**src/rtl/design_info_streamer_pkg.sv**
```systemverilog
// Shared encodings and widths for the design-info APB-to-byte-stream block.
package design_info_streamer_pkg;

  typedef enum logic [2:0] {
    ST_IDLE   = 3'd0,
    ST_SETUP  = 3'd1,
    ST_ACCESS = 3'd2,
    ST_EMIT   = 3'd3,
    ST_DONE   = 3'd4
  } state_e;

  localparam int         BW_NUM_WORDS  = 5;
  localparam int         BW_BYTE_INDEX = 2;
  localparam logic [7:0] NUL_BYTE      = 8'h00;

endpackage

```
**src/rtl/design_info_word_serializer.sv**
```systemverilog
// Holds one fetched 32-bit word and hands it out lowest byte first over a
// valid/ready byte interface, flagging a NUL byte instead of emitting it.
module design_info_word_serializer
  import design_info_streamer_pkg::*;
#(
  parameter bit STOP_AT_NUL = 1'b1
) (
  input  logic        clk,
  input  logic        rstnn,
  input  logic        load,
  input  logic [31:0] load_word,
  input  logic        byte_ready,
  output logic        byte_valid,
  output logic [7:0]  byte_data,
  output logic        word_consumed,
  output logic        nul_hit
);

  logic [31:0]              word_q, word_d;
  logic [BW_BYTE_INDEX-1:0] idx_q, idx_d;
  logic                     active_q, active_d;
  logic [7:0]               cur_byte;
  logic                     is_nul;
  logic                     xfer;

  always_comb begin
    cur_byte = word_q[7:0];
    case (idx_q)
      2'd0:    cur_byte = word_q[7:0];
      2'd1:    cur_byte = word_q[15:8];
      2'd2:    cur_byte = word_q[23:16];
      default: cur_byte = word_q[31:24];
    endcase
  end

  // Handshake: a byte moves only on a cycle with byte_valid && byte_ready;
  // until then byte_data/byte_valid hold, since idx_q and word_q only move on
  // that cycle. A NUL byte (when enabled) never raises byte_valid.
  assign is_nul        = STOP_AT_NUL && (cur_byte == NUL_BYTE);
  assign byte_valid    = active_q && !is_nul;
  assign byte_data     = cur_byte;
  assign nul_hit       = active_q && is_nul;
  assign xfer          = byte_valid && byte_ready;
  assign word_consumed = xfer && (&idx_q);

  always_comb begin
    word_d   = word_q;
    idx_d    = idx_q;
    active_d = active_q;
    if (load) begin
      word_d   = load_word;
      idx_d    = '0;
      active_d = 1'b1;
    end else if (nul_hit) begin
      active_d = 1'b0;
    end else if (xfer) begin
      if (&idx_q) begin
        active_d = 1'b0;
      end else begin
        idx_d = idx_q + 1'b1;
      end
    end
  end

  always_ff @(posedge clk or negedge rstnn) begin
    if (!rstnn) begin
      word_q   <= '0;
      idx_q    <= '0;
      active_q <= 1'b0;
    end else begin
      word_q   <= word_d;
      idx_q    <= idx_d;
      active_q <= active_d;
    end
  end

endmodule

```
**src/rtl/design_info_streamer.sv**
```systemverilog
// Reads a run of 32-bit words from an APB design-info region, one transfer at
// a time, and streams their characters out byte by byte until count or NUL.
module design_info_streamer
  import design_info_streamer_pkg::*;
#(
  parameter int                 BW_ADDR     = 32,
  parameter logic [BW_ADDR-1:0] BASE_ADDR   = '0,
  parameter int                 STOP_AT_NUL = 1
) (
  input  logic                    clk,
  input  logic                    rstnn,
  input  logic                    req_valid,
  output logic                    req_ready,
  input  logic [BW_ADDR-1:0]      req_offset,
  input  logic [BW_NUM_WORDS-1:0] req_num_words,
  output logic                    psel,
  output logic                    penable,
  output logic                    pwrite,
  output logic [BW_ADDR-1:0]      paddr,
  output logic [31:0]             pwdata,
  input  logic [31:0]             prdata,
  input  logic                    pready,
  input  logic                    pslverr,
  output logic                    byte_valid,
  input  logic                    byte_ready,
  output logic [7:0]              byte_data,
  output logic                    done,
  output logic                    done_error,
  output logic                    busy,
  output state_e                  dbg_state
);

  state_e                  state_q, state_d;
  logic [BW_ADDR-1:0]      offset_q, offset_d;
  logic [BW_NUM_WORDS-1:0] count_q, count_d;
  logic [BW_NUM_WORDS-1:0] index_q, index_d;
  logic                    err_q, err_d;
  logic [BW_ADDR-1:0]      paddr_q, paddr_d;
  logic                    psel_q, psel_d;
  logic                    penable_q, penable_d;
  logic                    done_q, done_d;
  logic                    done_error_q, done_error_d;
  logic                    req_ready_q, req_ready_d;
  logic                    busy_q, busy_d;
  logic                    load;
  logic                    word_consumed;
  logic                    nul_hit;

  // Word address wraps silently at 2^BW_ADDR; the low two offset bits are dropped.
  function automatic logic [BW_ADDR-1:0] word_addr(input logic [BW_ADDR-1:0]      off,
                                                   input logic [BW_NUM_WORDS-1:0] idx);
    return BASE_ADDR + {off[BW_ADDR-1:2], 2'b00} + BW_ADDR'({idx, 2'b00});
  endfunction

  always_comb begin
    state_d  = state_q;
    offset_d = offset_q;
    count_d  = count_q;
    index_d  = index_q;
    err_d    = err_q;
    paddr_d  = paddr_q;
    load     = 1'b0;
    case (state_q)
      ST_IDLE: begin
        if (req_valid && req_ready_q) begin
          offset_d = {req_offset[BW_ADDR-1:2], 2'b00};
          count_d  = req_num_words;
          index_d  = '0;
          if (req_num_words == '0) begin
            state_d = ST_DONE;
          end else begin
            paddr_d = word_addr(req_offset, '0);
            state_d = ST_SETUP;
          end
        end
      end
      ST_SETUP: state_d = ST_ACCESS;
      ST_ACCESS: begin
        if (pready) begin
          if (pslverr) begin
            err_d   = 1'b1;
            state_d = ST_DONE;
          end else begin
            load    = 1'b1;
            state_d = ST_EMIT;
          end
        end
      end
      ST_EMIT: begin
        if (nul_hit) begin
          state_d = ST_DONE;
        end else if (word_consumed) begin
          if (index_q == count_q - 1'b1) begin
            state_d = ST_DONE;
          end else begin
            index_d = index_q + 1'b1;
            paddr_d = word_addr(offset_q, index_q + 1'b1);
            state_d = ST_SETUP;
          end
        end
      end
      ST_DONE: begin
        err_d   = 1'b0;
        state_d = ST_IDLE;
      end
      default: state_d = ST_IDLE;
    endcase

    // Outputs are registered: derived from the state being entered.
    psel_d       = (state_d == ST_SETUP) || (state_d == ST_ACCESS);
    penable_d    = (state_d == ST_ACCESS);
    done_d       = (state_d == ST_DONE);
    done_error_d = (state_d == ST_DONE) && err_d;
    req_ready_d  = (state_d == ST_IDLE);
    busy_d       = (state_d != ST_IDLE);
  end

  always_ff @(posedge clk or negedge rstnn) begin
    if (!rstnn) begin
      state_q      <= ST_IDLE;
      offset_q     <= '0;
      count_q      <= '0;
      index_q      <= '0;
      err_q        <= 1'b0;
      paddr_q      <= '0;
      psel_q       <= 1'b0;
      penable_q    <= 1'b0;
      done_q       <= 1'b0;
      done_error_q <= 1'b0;
      req_ready_q  <= 1'b1;
      busy_q       <= 1'b0;
    end else begin
      state_q      <= state_d;
      offset_q     <= offset_d;
      count_q      <= count_d;
      index_q      <= index_d;
      err_q        <= err_d;
      paddr_q      <= paddr_d;
      psel_q       <= psel_d;
      penable_q    <= penable_d;
      done_q       <= done_d;
      done_error_q <= done_error_d;
      req_ready_q  <= req_ready_d;
      busy_q       <= busy_d;
    end
  end

  design_info_word_serializer #(
    .STOP_AT_NUL(STOP_AT_NUL != 0)
  ) u_serializer (
    .clk          (clk),
    .rstnn        (rstnn),
    .load         (load),
    .load_word    (prdata),
    .byte_ready   (byte_ready),
    .byte_valid   (byte_valid),
    .byte_data    (byte_data),
    .word_consumed(word_consumed),
    .nul_hit      (nul_hit)
  );

  assign psel       = psel_q;
  assign penable    = penable_q;
  assign pwrite     = 1'b0;
  assign pwdata     = '0;
  assign paddr      = paddr_q;
  assign done       = done_q;
  assign done_error = done_error_q;
  assign req_ready  = req_ready_q;
  assign busy       = busy_q;
  assign dbg_state  = state_q;

endmodule

```
**config.mk**
```make
export PLATFORM = sky130hd
export DESIGN_NAME = design_info_streamer
export DESIGN_NICKNAME = d
export VERILOG_FILES = /design/src/rtl/design_info_streamer_pkg.sv /design/src/rtl/design_info_word_serializer.sv /design/src/rtl/design_info_streamer.sv
export SDC_FILE = /design/constraint.sdc
export NUM_CORES = 1
export LEC_CHECK = 0
export CAP_MARGIN = 0
export CORE_MARGIN = 2
export CORE_UTILIZATION = 42
export CTS_CLUSTER_SIZE = 25
export DETAILED_ROUTE_END_ITERATION = 8
export DONT_BUFFER_PORTS = 1
export PLACE_DENSITY = 0.57
export RECOVER_POWER = 50
export SLEW_MARGIN = 20
export SYNTH_ARGS = -nofsm -noshare
export SYNTH_HDL_FRONTEND = slang
export SYNTH_SLANG_ARGS = --single-unit
```
**constraint.sdc**
```tcl
create_clock -name clk -period 2.87 [get_ports clk]
set_input_delay 0.7175 -clock clk [delete_from_list [all_inputs] [get_ports clk]]
set_output_delay 0.7175 -clock clk [all_outputs]
set_load 0.05 [all_outputs]
```
==> metrics.txt <==
chip width 126 µm; CTS Root Buffer Type clkbuf_16; Post-DP HPWL 9220 µm; Slew HR 42.0%; crit-path cells buf_6 -> ha_4 -> a222oi_1 -> mux2i_4 -> nor4_4 -> buf_4 -> a21boi_2 -> buf_6; share of cells above drive strength 1 32.4%; port bufs 0; drt via density 5.19; Worst setup EP type output pin; Layout Cells excl Fill 789; failing checks setup timing; FP Rows 44; CTS Buf Count 17; Post-DRT Antenna Nets 0; max-slew violations 0; Synth async-reset ratio 100%; Final Hold Vio Count 0; Avg Cell Area, Syn 11.2 µm²; Net Sw Frac 40.5%; Final #Nets 681; Clock transition at path regs 0.06 ns; pre-CTS WS -0.196 ns; Mapped Cells 556; Crit Path Max Fanout 5; critical path's most frequent cell buf_6; Leak 3.26 nW; diode count 0; DR pass1 iterations 5; combinational cell fraction of total power 41.1%; critical path class reg -> out; DR iter-0 viols 172; Power Density 1440 nW/µm²; Vias 4097; crit path buf inv count 3; drt total wl 13500 µm; core area 14500 µm²; Hold Crit Class in -> async; min cycle time layout 3.11 ns; Post-synth EDFFs 0; CTS tree built; Pwr Total 10.7 mW; slowest CP cell a222oi_1; largest vdd supply drop 0.00132 V; Least-Margin Pin Slew 0.870 ns; power share of the sequential group 36.3%; Fin Clk Skew 0.00580 ns; vias in the first global route 4162; final worst path period share 108%; gr usage total 17.7%; Post-synth top flop dfrtp_1; clock sinks 115; setup TNS -3.49 ns; Initial Utilization 42.9%; Final WS setup -0.244 ns; total die area 15900 µm²; H-tree levels 4; Syn Std Cell Area 6240 µm²; most common cell after layout, fill and taps aside dfrtp_1; area grow syn2layout 19.9%; placed inst area 6540 µm²; register area share after synthesis 46.1%; clock share of power 22.6%; Seq cells post-synth 115; DRC 0; Yosys cell types 52; Clock Tree Buf Depth 2; initial antenna violation count 0; total global routing overflow 0; f_max 321 MHz; Startpoint Class register; DIE HEIGHT 126 µm; Final Util 51.5%; CP top delay family compound AO/OA/AOI/OAI gates; placed insts 743; r2r worst-path depth 13; outcome complete, but fails checks; Internal Power 6.39 mW; worst hold slack 0.00178 ns; first-pass GRT wire length 22000 µm; Final GP Congestion 0.770; Syn. warnings 0; Crit path depth 8; largest net degree at the start of global routing 116; I/O pin cnt 158; Clk Latency, worst-skew pair 0.41 ns; routed length per instance 17.2 µm; unrepaired setup endpoints after global routing true; slowest stage delay, CP 0.45 ns; max-cap viol count 0; worst endpoint required time 2.15 ns; Critical Path AT 2.40 ns; Setup Viol. Count Final 31; Net Sw Power 4.35 mW; Final Instance Area 7480 µm²; most frequent cells in the layout 113 x dfrtp_1, 61 x mux2_2, 56 x nand2_1
## cell families after synthesis
kind of cell | share of synthesized area [%]
multiplexers | 18.9
AND/OR/NAND/NOR | 10.6
adder cells (fa/ha/maj) | 2.73
AO/OA/AOI/OAI | 8.68
other | 0.0601
XOR/XNOR | 5.19
flip-flops | 46.1
buffers and inverters | 7.78
## flip-flops by register name (all words and copies together), names as in the netlist, 2 cells and up
register and cells:
count_q 5, dbg_state 3, index_q 5, offset_q 30, paddr 30, u_serializer.idx_q 2
u_serializer.word_q 32
## timing repair
item,CTS,global route
cloned,3,0
setup buffers,11,2
setup endpoints to repair,31,32
gates resized for setup,21,0
pin swaps,5,1
hold endpoints to repair,114,114
## final timing paths
kind	slack (ns)	end	from
max in group asynchronous	2.61	req_ready	rstnn
hold reg to reg	0.51	u_serializer.word_q[5]	u_serializer.word_q[5]
hold / removal	0.002	done_error	rstnn
setup reg to reg	-0.15	paddr[16]	u_serializer.idx_q[0]
min in group clk	0.43	offset_q[29]	req_offset[29]
setup / recovery	-0.24	byte_valid	u_serializer.idx_q[0]
## synth_stat cells, types with 2 or more instances
library cell / n / area, µm²
nor2b_1: 4 / 25.0
and4_1: 4 / 35.0
and3_1: 5 / 31.3
o21ai_0: 44 / 220
buf_6: 3 / 33.8
xor2_1: 18 / 158
a22oi_1: 4 / 30.0
o31ai_1: 4 / 30.0
a222oi_1: 4 / 40.0
buf_4: 35 / 263
a21oi_1: 11 / 55.1
buf_1: 3 / 11.3
a21o_1: 4 / 30.0
nand4_1: 7 / 43.8
nor3b_1: 2 / 15.0
mux2i_1: 7 / 70.1
nor3_1: 5 / 25.0
buf_12: 3 / 60.1
a31o_2: 2 / 17.5
nor2_1: 18 / 67.6
xnor2_1: 19 / 166
mux2_4: 28 / 420
nand3_1: 17 / 85.1
dfrtp_1: 114 / 2850
clkbuf_1: 19 / 71.3
nor4_1: 2 / 12.5
ha_1: 12 / 150
mux2_2: 61 / 687
or2_2: 4 / 25.0
and3b_1: 2 / 17.5
a211oi_1: 5 / 37.5
inv_1: 11 / 41.3
nand2_1: 56 / 210
## per-layer routing
layer	vias up	wire, µm	GRT usage, %	part of all wire [%]
met1	2004	6200	23.5	46
met5	-	0	0	0
met4	0	182	7.11	1.3
met3	18	998	6.97	7.4
li1	1959	-	-	-
met2	116	6170	26.0	46
## worst reg2reg max path, cell delays in order (launching register included)
cell,delay (ns)
dfrtp_1,0.40
buf_6,0.14
ha_4,0.18
a222oi_1,0.45
mux2i_4,0.14
nor4_4,0.31
buf_4,0.17
buf_4,0.09
nand3_1,0.07
a21bo_1,0.19
and2_4,0.19
buf_12,0.15
buf_12,0.13
mux2_4,0.30
## final cells by class
| cell class | instances | area [µm²] |
|---|---|---|
| Multi-Input combinational cell | 400 | 3160 |
| Timing Repair Buffer | 48 | 500 |
| Sequential cell | 115 | 2880 |
| Clock buffer | 21 | 470 |
| Clock inverter | 10 | 203 |
| Tap cell | 184 | 230 |
| Fill cell | 1265 | 7050 |
| Inverter | 11 | 41.3 |
## power by group through the flow
stage                     Combinational, mW  Sequential (mW)  Clock [mW]
after CTS                              4.40             3.91        2.48
after global placement                 3.88             3.89           0
final                                  4.41             3.90        2.43
after detailed placement               3.96             3.93           0
after floorplan                        3.19             3.80           0
after global routing                   4.75             4.02        2.55
Note: power is estimated with default switching activity, not from simulation.
